## src/rtl/onehot_regfile_pkg.sv

```systemverilog
// rtl/onehot_regfile_pkg.sv - shared widths, data type and one-hot helpers for the register file
package onehot_regfile_pkg;

    localparam int ENCODE_WIDTH = 2;
    localparam int DECODE_WIDTH = 2 ** ENCODE_WIDTH;
    localparam int DATA_WIDTH   = 8;
    localparam int CNT_WIDTH    = 8;

    typedef logic [DATA_WIDTH-1:0] data_t;

    function automatic logic is_onehot(input logic [DECODE_WIDTH-1:0] sel);
        return ($countones(sel) == 1);
    endfunction

    function automatic logic [ENCODE_WIDTH-1:0] onehot_to_idx(input logic [DECODE_WIDTH-1:0] sel);
        logic [ENCODE_WIDTH-1:0] idx;
        idx = '0;
        for (int i = 0; i < DECODE_WIDTH; i++) begin
            if (sel[i]) begin
                idx = idx | ENCODE_WIDTH'(i);
            end
        end
        return idx;
    endfunction

endpackage

```

## src/rtl/onehot_regfile_if.sv

```systemverilog
// rtl/onehot_regfile_if.sv - write/read/status bundle between requester and register file
interface onehot_regfile_if
    import onehot_regfile_pkg::*;
#(
    parameter int P_ENCODE_WIDTH = ENCODE_WIDTH,
    parameter int P_DECODE_WIDTH = DECODE_WIDTH,
    parameter int P_DATA_WIDTH   = DATA_WIDTH,
    parameter int P_CNT_WIDTH    = CNT_WIDTH
);
    logic                      wr_en;
    logic [P_DECODE_WIDTH-1:0] wr_sel;
    logic [P_DATA_WIDTH-1:0]   wr_data;
    logic [P_ENCODE_WIDTH-1:0] rd_addr_a;
    logic [P_ENCODE_WIDTH-1:0] rd_addr_b;
    logic [P_DATA_WIDTH-1:0]   rd_data_a;
    logic [P_DATA_WIDTH-1:0]   rd_data_b;
    logic                      err_clr;
    logic                      err_sel;
    logic [P_CNT_WIDTH-1:0]    wr_count;

    modport master (
        output wr_en, wr_sel, wr_data, rd_addr_a, rd_addr_b, err_clr,
        input  rd_data_a, rd_data_b, err_sel, wr_count
    );

    modport slave (
        input  wr_en, wr_sel, wr_data, rd_addr_a, rd_addr_b, err_clr,
        output rd_data_a, rd_data_b, err_sel, wr_count
    );
endinterface

```

## src/rtl/onehot_regfile_check.sv

```systemverilog
// rtl/onehot_regfile_check.sv - combinational one-hot validity flag and encoded index
module onehot_regfile_check #(
    parameter int W  = 4,
    parameter int EW = 2
) (
    input  logic [W-1:0]  i_sel,
    output logic          o_valid,
    output logic [EW-1:0] o_idx
);
    logic [W-1:0] w_sel_m1;

    assign w_sel_m1 = i_sel - W'(1);
    // Clearing the lowest set bit leaves zero only when exactly one bit was set.
    assign o_valid  = (i_sel != '0) && ((i_sel & w_sel_m1) == '0);

    always_comb begin
        o_idx = '0;
        for (int i = 0; i < W; i++) begin
            if (i_sel[i]) begin
                o_idx = o_idx | EW'(i);
            end
        end
    end
endmodule

```

## src/rtl/onehot_regfile.sv

```systemverilog
// rtl/onehot_regfile.sv - one-hot addressed register file with two forwarding registered read ports
module onehot_regfile
    import onehot_regfile_pkg::*;
#(
    parameter int P_ENCODE_WIDTH = ENCODE_WIDTH,
    parameter int P_DECODE_WIDTH = 2 ** P_ENCODE_WIDTH,
    parameter int P_DATA_WIDTH   = DATA_WIDTH,
    parameter int P_CNT_WIDTH    = CNT_WIDTH
) (
    input  logic             clk,
    input  logic             rst_n,
    onehot_regfile_if.slave  bus
);
    logic [P_DATA_WIDTH-1:0]   r_regs [P_DECODE_WIDTH];
    logic [P_DATA_WIDTH-1:0]   r_rd_data_a;
    logic [P_DATA_WIDTH-1:0]   r_rd_data_b;
    logic                      r_err_sel;
    logic [P_CNT_WIDTH-1:0]    r_wr_count;

    logic                      w_sel_valid;
    logic [P_ENCODE_WIDTH-1:0] w_sel_idx;
    logic                      w_commit;
    logic                      w_bad_sel;
    logic                      w_fwd_a;
    logic                      w_fwd_b;

    onehot_regfile_check #(
        .W  (P_DECODE_WIDTH),
        .EW (P_ENCODE_WIDTH)
    ) u_check (
        .i_sel   (bus.wr_sel),
        .o_valid (w_sel_valid),
        .o_idx   (w_sel_idx)
    );

    assign w_commit  = bus.wr_en && w_sel_valid;
    assign w_bad_sel = bus.wr_en && !w_sel_valid;
    assign w_fwd_a   = w_commit && (w_sel_idx == bus.rd_addr_a);
    assign w_fwd_b   = w_commit && (w_sel_idx == bus.rd_addr_b);

    always_ff @(posedge clk or negedge rst_n) begin
        if (!rst_n) begin
            for (int i = 0; i < P_DECODE_WIDTH; i++) begin
                r_regs[i] <= '0;
            end
            r_rd_data_a <= '0;
            r_rd_data_b <= '0;
            r_err_sel   <= 1'b0;
            r_wr_count  <= '0;
        end else begin
            if (w_commit) begin
                r_regs[w_sel_idx] <= bus.wr_data;
                r_wr_count        <= r_wr_count + P_CNT_WIDTH'(1);
            end
            // A malformed select in the same cycle as a clear keeps the flag raised.
            if (w_bad_sel) begin
                r_err_sel <= 1'b1;
            end else if (bus.err_clr) begin
                r_err_sel <= 1'b0;
            end
            r_rd_data_a <= w_fwd_a ? bus.wr_data : r_regs[bus.rd_addr_a];
            r_rd_data_b <= w_fwd_b ? bus.wr_data : r_regs[bus.rd_addr_b];
        end
    end

    assign bus.rd_data_a = r_rd_data_a;
    assign bus.rd_data_b = r_rd_data_b;
    assign bus.err_sel   = r_err_sel;
    assign bus.wr_count  = r_wr_count;
endmodule
```

## src/flat_wrapper.sv

```systemverilog
// flat-port wrapper written by rule: the top's interface ports become plain ports
module onehot_regfile_flat import onehot_regfile_pkg::*;
#(
    parameter int P_ENCODE_WIDTH = ENCODE_WIDTH,
    parameter int P_DECODE_WIDTH = 2 ** P_ENCODE_WIDTH,
    parameter int P_DATA_WIDTH   = DATA_WIDTH,
    parameter int P_CNT_WIDTH    = CNT_WIDTH
)
  (clk, rst_n, bus_wr_en, bus_wr_sel, bus_wr_data, bus_rd_addr_a, bus_rd_addr_b, bus_err_clr, bus_rd_data_a, bus_rd_data_b, bus_err_sel, bus_wr_count);
  onehot_regfile_if #(.P_ENCODE_WIDTH(P_ENCODE_WIDTH), .P_DECODE_WIDTH(P_DECODE_WIDTH), .P_DATA_WIDTH(P_DATA_WIDTH), .P_CNT_WIDTH(P_CNT_WIDTH)) bus_i ();
  input  logic clk;
  input  logic rst_n;
  input wire logic [$bits(bus_i.wr_en)-1:0] bus_wr_en;
  input wire logic [$bits(bus_i.wr_sel)-1:0] bus_wr_sel;
  input wire logic [$bits(bus_i.wr_data)-1:0] bus_wr_data;
  input wire logic [$bits(bus_i.rd_addr_a)-1:0] bus_rd_addr_a;
  input wire logic [$bits(bus_i.rd_addr_b)-1:0] bus_rd_addr_b;
  input wire logic [$bits(bus_i.err_clr)-1:0] bus_err_clr;
  output wire logic [$bits(bus_i.rd_data_a)-1:0] bus_rd_data_a;
  output wire logic [$bits(bus_i.rd_data_b)-1:0] bus_rd_data_b;
  output wire logic [$bits(bus_i.err_sel)-1:0] bus_err_sel;
  output wire logic [$bits(bus_i.wr_count)-1:0] bus_wr_count;
  assign bus_i.wr_en = bus_wr_en;
  assign bus_i.wr_sel = bus_wr_sel;
  assign bus_i.wr_data = bus_wr_data;
  assign bus_i.rd_addr_a = bus_rd_addr_a;
  assign bus_i.rd_addr_b = bus_rd_addr_b;
  assign bus_i.err_clr = bus_err_clr;
  assign bus_rd_data_a = bus_i.rd_data_a;
  assign bus_rd_data_b = bus_i.rd_data_b;
  assign bus_err_sel = bus_i.err_sel;
  assign bus_wr_count = bus_i.wr_count;
  onehot_regfile #(.P_ENCODE_WIDTH(P_ENCODE_WIDTH), .P_DECODE_WIDTH(P_DECODE_WIDTH), .P_DATA_WIDTH(P_DATA_WIDTH), .P_CNT_WIDTH(P_CNT_WIDTH)) u_core (.clk(clk), .rst_n(rst_n), .bus(bus_i));
endmodule
```

## config.mk

```make
export PLATFORM = sky130hd
export DESIGN_NAME = onehot_regfile_flat
export DESIGN_NICKNAME = d
export VERILOG_FILES = /design/src/rtl/onehot_regfile_pkg.sv /design/src/rtl/onehot_regfile_if.sv /design/src/rtl/onehot_regfile_check.sv /design/src/rtl/onehot_regfile.sv /design/src/flat_wrapper.sv
export SDC_FILE = /design/constraint.sdc
export NUM_CORES = 1
export LEC_CHECK = 0
export BUFFER_PORTS_ARGS = -buffer_cell sky130_fd_sc_hd__buf_2
export CAP_MARGIN = 20
export CORE_MARGIN = 2
export CORE_UTILIZATION = 25
export CTS_CLUSTER_SIZE = 12
export DETAILED_ROUTE_END_ITERATION = 6
export PLACE_DENSITY = 0.54
export SYNTH_ARGS = -nofsm -noshare
export SYNTH_HDL_FRONTEND = slang
export SYNTH_SLANG_ARGS = --single-unit
```

## constraint.sdc

```tcl
create_clock -name clk -period 1.3 [get_ports clk]
set_input_delay 0.26 -clock clk [delete_from_list [all_inputs] [get_ports clk]]
set_output_delay 0.26 -clock clk [all_outputs]
set_load 0.005 [all_outputs]
```

# After elaboration in Yosys (flattened, before gate mapping)
# Index checks and enable logic that the tools add are counted.
classes:
  magnitude_cmp: 4
  n_mux: 16
  reduce_logical: 10
  n_eq_ne: 2
  addsub: 2
  n_bitwise: 4
ops:
  columns: ["cell", "n"]
  rows:
  - ["2-to-1 mux 8 bit", 7]
  - ["binary-select mux 8 bit (select 2 bit)", 2]
  - ["bitwise mux 32 bit", 1]
  - ["demux 8 bit (select 2 bit)", 1]
  - ["greater-or-equal comparator 3 bit, second input constant", 3]
  - ["inverter 2 -> 3 bit", 3]
  - ["adder 8 x 1 -> 8 bit, second input constant", 1]
  - ["logical AND 1 bit", 6]
  - ["AND 4 bit", 1]
  - ["== test 2 bit", 2]
  - ["logical NOT 4 bit", 1]
  - ["2-to-1 mux 2 bit", 2]
  - ["nonzero test 4 bit", 1]
  - ["subtractor 4 x 1 -> 4 bit, second input constant", 1]
  - ["< comparator 3 x 1 -> 1 bit, second input constant", 1]
  - ["2-to-1 mux 1 bit", 3]
  - ["nonzero test 2 bit", 1]
  - ["logical NOT 1 bit", 1]
totals:
  wordCells: 46
  inputBits: 20
  output_inout_bits: 25
  reg_bits: 57

# Logic depth before layout (Yosys ltp)
depth:
  word_depth: 9
  ltp_mapped: 6
  mapped_depth_nobuf: 4

# Modules after synthesis
# From an unflattened synthesis, not the netlist that was laid out.
unflattened:
  hier_cells: 168
  area_unflattened_um2: 2743.9
by_module_without_submodules:
  columns: ["mod", "cells_each", "area_each_um2", "seq_area_each_um2", "n_inst"]
  rows:
  - ["onehot_regfile", 162, 2693.8, 1426.4, 1]
  - ["onehot_regfile_check", 6, 50.0, 0.0, 1]

# Worst setup path before layout
# No wires, ideal clock.
synth_timing:
  kind: "input to register"
  startpoint: "input port bus_wr_sel[2]"
  endpoint: "register u_core.r_rd_data_a[0], in the netlist u_core.bus.rd_data_a[0]"
  stages: 5
  setup_time_ns: 0.125
  required_time_ns: 1.175
  path_buffers: 1
  setup_slack_ns: -0.456
  arrival_ns: 1.631
  path_cell_list: "buf_6 -> or4b_4 -> o311ai_4 -> o211ai_4 -> mux2_4"
synth_between:
  elab_chain_len: 7
  elab_cells_between_ends: 11
  classes_between: "add/sub (1); eq/ne (1); mux (3); bitwise (1); reduce/logical (5)"
synth_lines:
  columns: ["item", "line_no", "source"]
  rows:
  - ["start, declared", "flat_wrapper.sv:14", "input wire logic [$bits(bus_i.wr_sel)-1:0] bus_wr_sel;"]
  - ["subtractor 4 x 1 -> 4 bit", "onehot_regfile_check.sv:12", "assign w_sel_m1 = i_sel - W'(1);"]
  - ["AND 4 bit", "onehot_regfile_check.sv:14", "assign o_valid = (i_sel != '0) && ((i_sel & w_sel_m1) == '0);"]
  - ["logical NOT 4 bit", "onehot_regfile_check.sv:14", null]
  - ["logical AND 1 bit", "onehot_regfile_check.sv:14", null]
  - ["logical AND 1 bit", "onehot_regfile.sv:36", "assign w_commit = bus.wr_en && w_sel_valid;"]
  - ["logical AND 1 bit *", "onehot_regfile.sv:38", "assign w_fwd_a = w_commit && (w_sel_idx == bus.rd_addr_a);"]
  - ["2-to-1 mux 8 bit *", "onehot_regfile.sv:61", "r_rd_data_a <= w_fwd_a ? bus.wr_data : r_regs[bus.rd_addr_a];"]
  - ["end signal, assigned", "onehot_regfile.sv:61", null]
  - ["end, declared", "onehot_regfile.sv:15", "logic [P_DATA_WIDTH-1:0] r_rd_data_a;"]
# Every way passes the cells marked *; elsewhere a longest branch is shown, timed or not.
# A chain may end at the register's enable or synchronous reset.

# Worst setup path after layout
layout_timing:
  startpoint: "input port bus_wr_sel[3]"
  endpoint: "register u_core.r_rd_data_a[1], in the netlist u_core.bus.rd_data_a[1]"
# Same word-level chain as after synthesis.

==> metrics.txt <==
critical path class=in2reg; Pwr Density=1600 nW/um^2; most frequent cell after synthesis=dfrtp_1; Total Routing Usage GR=0.119; final antenna-violating net count=0; Final nets=279; unique cell type count in the Yosys netlist=28; Buffers on Ports=44; number of I/O pins=45; worst setup margin=-0.146 ns; LEAKAGE=1.69 nW; cell accounting for the most synthesized area=dfrtp_1; H-tree depth=3; Die W=110 um; layout cells sized above 1=0.623; r2r endpoint=u_core.bus.rd_data_a[4]; number of synthesized flops with an enable pin=0; max cap viols=0; first-pass GRT wire length=between 10000 and 15000 um; Pins Over Slew Limit=0; Routed WL=6450 um; asr flop ratio synth=1.00; routed length per instance=16.1 um; final worst path period share=1.11; maximum number of pins on one net before global-route repair=between 50 and 60; run status=finished with violations; Max Freq=692 MHz; worst reg2reg path startpoint=u_core.r_regs[28]; mapped cell area=2830 um^2; core area=approximately 11000 um^2; vias in the first global route=1929; clock-pin slew on the worst setup and hold paths=about 0.050 ns; Max clock buf depth=2; Switching Share=0.249; failing checks=negative setup slack; Area Growth Syn to Fin=32.3%; Die ar.=around 12000 um^2; capture point of the worst path=u_core.bus.rd_data_a[1]; Post-synth top cells=dfrtp_1, mux2_2, mux4_2, nand3_1, xnor2_1; worst vdd ir=0.000722 V; HP Class=in2reg; Die H=110 um; Final HPWL DP=4510 um; CP startpoint=bus_wr_sel[3]; Setup Skew=0.00360 ns; RSZ-0062 raised after global routing=true; Internal=0.00450 W; top cell type's share of synthesized area=0.504; Final min period=1.45 ns; Yosys warning count=0; fin util=0.342; Crit Path Max Fanout=8; final hold vios=0; DRC Markers=0; Inserted Diodes=0; drt pass-1 iters=4; #FFs+latches synth=57; startpoint types=input pin; Arrival @ worst endpoint=1.65 ns; Avg Inst Size Synth=about 15 um^2; logic gate share of total power=0.220; Clk pwr share=0.356; Primary FF master, synth=dfrtp_1; CTS buffer count=9; CTS tree=done; FF-to-FF path depth=2; final setup fails=32; gp weighted congestion=0.809; Worst-Margin Slew=0.453 ns; initial antenna violation count=0; critical path endpoint category=flop; Root Driver=clkbuf_16; CTS sink count=57; starting DRC count in detailed routing=53; slew margin rel.=0.697; Synthesized Nets=207; Post-Synthesis Cells=186; flop2flop setup slack=-0.10 ns; Post-Place Cell Area=3350 um^2; Required @ worst endpoint=roughly 1.5 ns; fin area=3740 um^2; row cnt=38; initial core utilization=0.259; vias=1774; total global routing overflow=0; sequential fraction of the synthesis area=0.504; worst skew pair latency=approximately 0.32 ns; total power draw=about 0.006 W; drt via density=~4.4; sequential share of power=0.424; ranking of synthesized cells by area=dfrtp_1, mux2_2, mux4_2; Psw=0.00149 W
sequential cells by signal (all words and copies together), names as in the netlist:
signal                cells
u_core.bus.err_sel        1
u_core.bus.wr_count       8
u_core.bus.rd_data_b      8
u_core.r_regs            32
u_core.bus.rd_data_a      8
timing repair:
action / in CTS / in global routing
pin swaps: 9 / 8
resized for setup: 17 / 4
hold buffers: 1 / 0
setup buffers: 3 / 0
setup endpoints to repair: 40 / 41
hold endpoints to repair: 57 / 0
cell usage in the layout (no fill, tap or decap), types with 2 or more instances in the layout:
cell type  Yosys  routed
buf_2          4      40
nor2_1         6       5
buf_6          2       6
inv_1          3       3
xnor2_1        8       7
mux4_4         6       6
mux2_2        42      42
nand4_1        2       2
buf_4          3      22
or4b_4         1       2
and3_1         4       3
dfrtp_1       57      57
a21oi_2        0       2
xor2_1         2       2
nand2_1        6       5
or3_1          2       2
buf_12         0       2
mux2_4         6       7
nand3_1        9       8
mux4_2        10      10
o41ai_2        0       2
o211ai_4       2       2
clkbuf_8       0       3
clkbuf_16      0       9
power groups by stage:
stage | Sequential (W) | Clock, W | Combinational, W
2_1_floorplan | 0.00249 | 0 | 0.000820
3_3_place_gp | 0.00256 | 0 | 0.00126
3_5_place_dp | 0.00257 | 0 | 0.00129
4_1_cts | 0.00255 | 0.00219 | 0.00134
5_1_grt | 0.00260 | 0.00229 | 0.00145
6_report | 0.00254 | 0.00213 | 0.00132
logic make-up after synthesis:
| kind of cell | after synthesis | share of synthesized area |
|---|---|---|
| mux | 65 | 0.336 |
| flops | 57 | 0.504 |
| simple gates | 32 | 0.0601 |
| buf+inv | 13 | 0.0283 |
| xor+xnor | 10 | 0.0310 |
| compound gates | 8 | 0.0363 |
| fa+ha+maj | 1 | 0.00442 |
through the flow:
stage               TNS, ns  hold slack, ns  cells  setup slack [ns]
floorplan            -10.57         -0.0356    186            -0.401
global placement     -23.41           0.284    384            -0.630
detailed placement   -24.28           0.294    384            -0.636
CTS                   -3.02           0.125    401            -0.140
global route          -3.58           0.131    400            -0.155
finish                -2.85           0.135    400            -0.146
worst min-delay path by stage:
stage	start	end	slack (ns)	cells after the start
3_5_place_dp	rst_n	u_core.bus.wr_count[3]	0.29	2
5_1_grt	bus_err_clr	u_core.bus.err_sel	0.13	2
6_report	bus_err_clr	u_core.bus.err_sel	0.13	2
2_1_floorplan	rst_n	u_core.bus.err_sel	-0.04	0
3_3_place_gp	rst_n	u_core.bus.wr_count[4]	0.28	2
4_1_cts	bus_err_clr	u_core.bus.err_sel	0.12	2
metal layers:
metal	track usage	wire length, um	up-vias
li1	-	-	841
met1	0.136	2680	893
met2	0.209	3420	35
met3	0.0400	302	5
met4	0.0402	57	0
met5	0	0	-
critical path: stages:
cell      delay, ns
buf_6          0.10
or4b_4         0.54
o311ai_4       0.14
o211ai_4       0.25
mux2_4         0.35
final cells by class:
| cell class | count | area, um^2 |
|---|---|---|
| Multi-Input combinational cell | 116 | 1380 |
| Timing Repair Buffer | 71 | 483 |
| Fill cell | 1073 | 7190 |
| Inverter | 3 | 11.3 |
| Tap cell | 140 | 175 |
| Clock buffer | 13 | 270 |
| Sequential cell | 57 | 1430 |
Power figures use the tool's default switching activity.
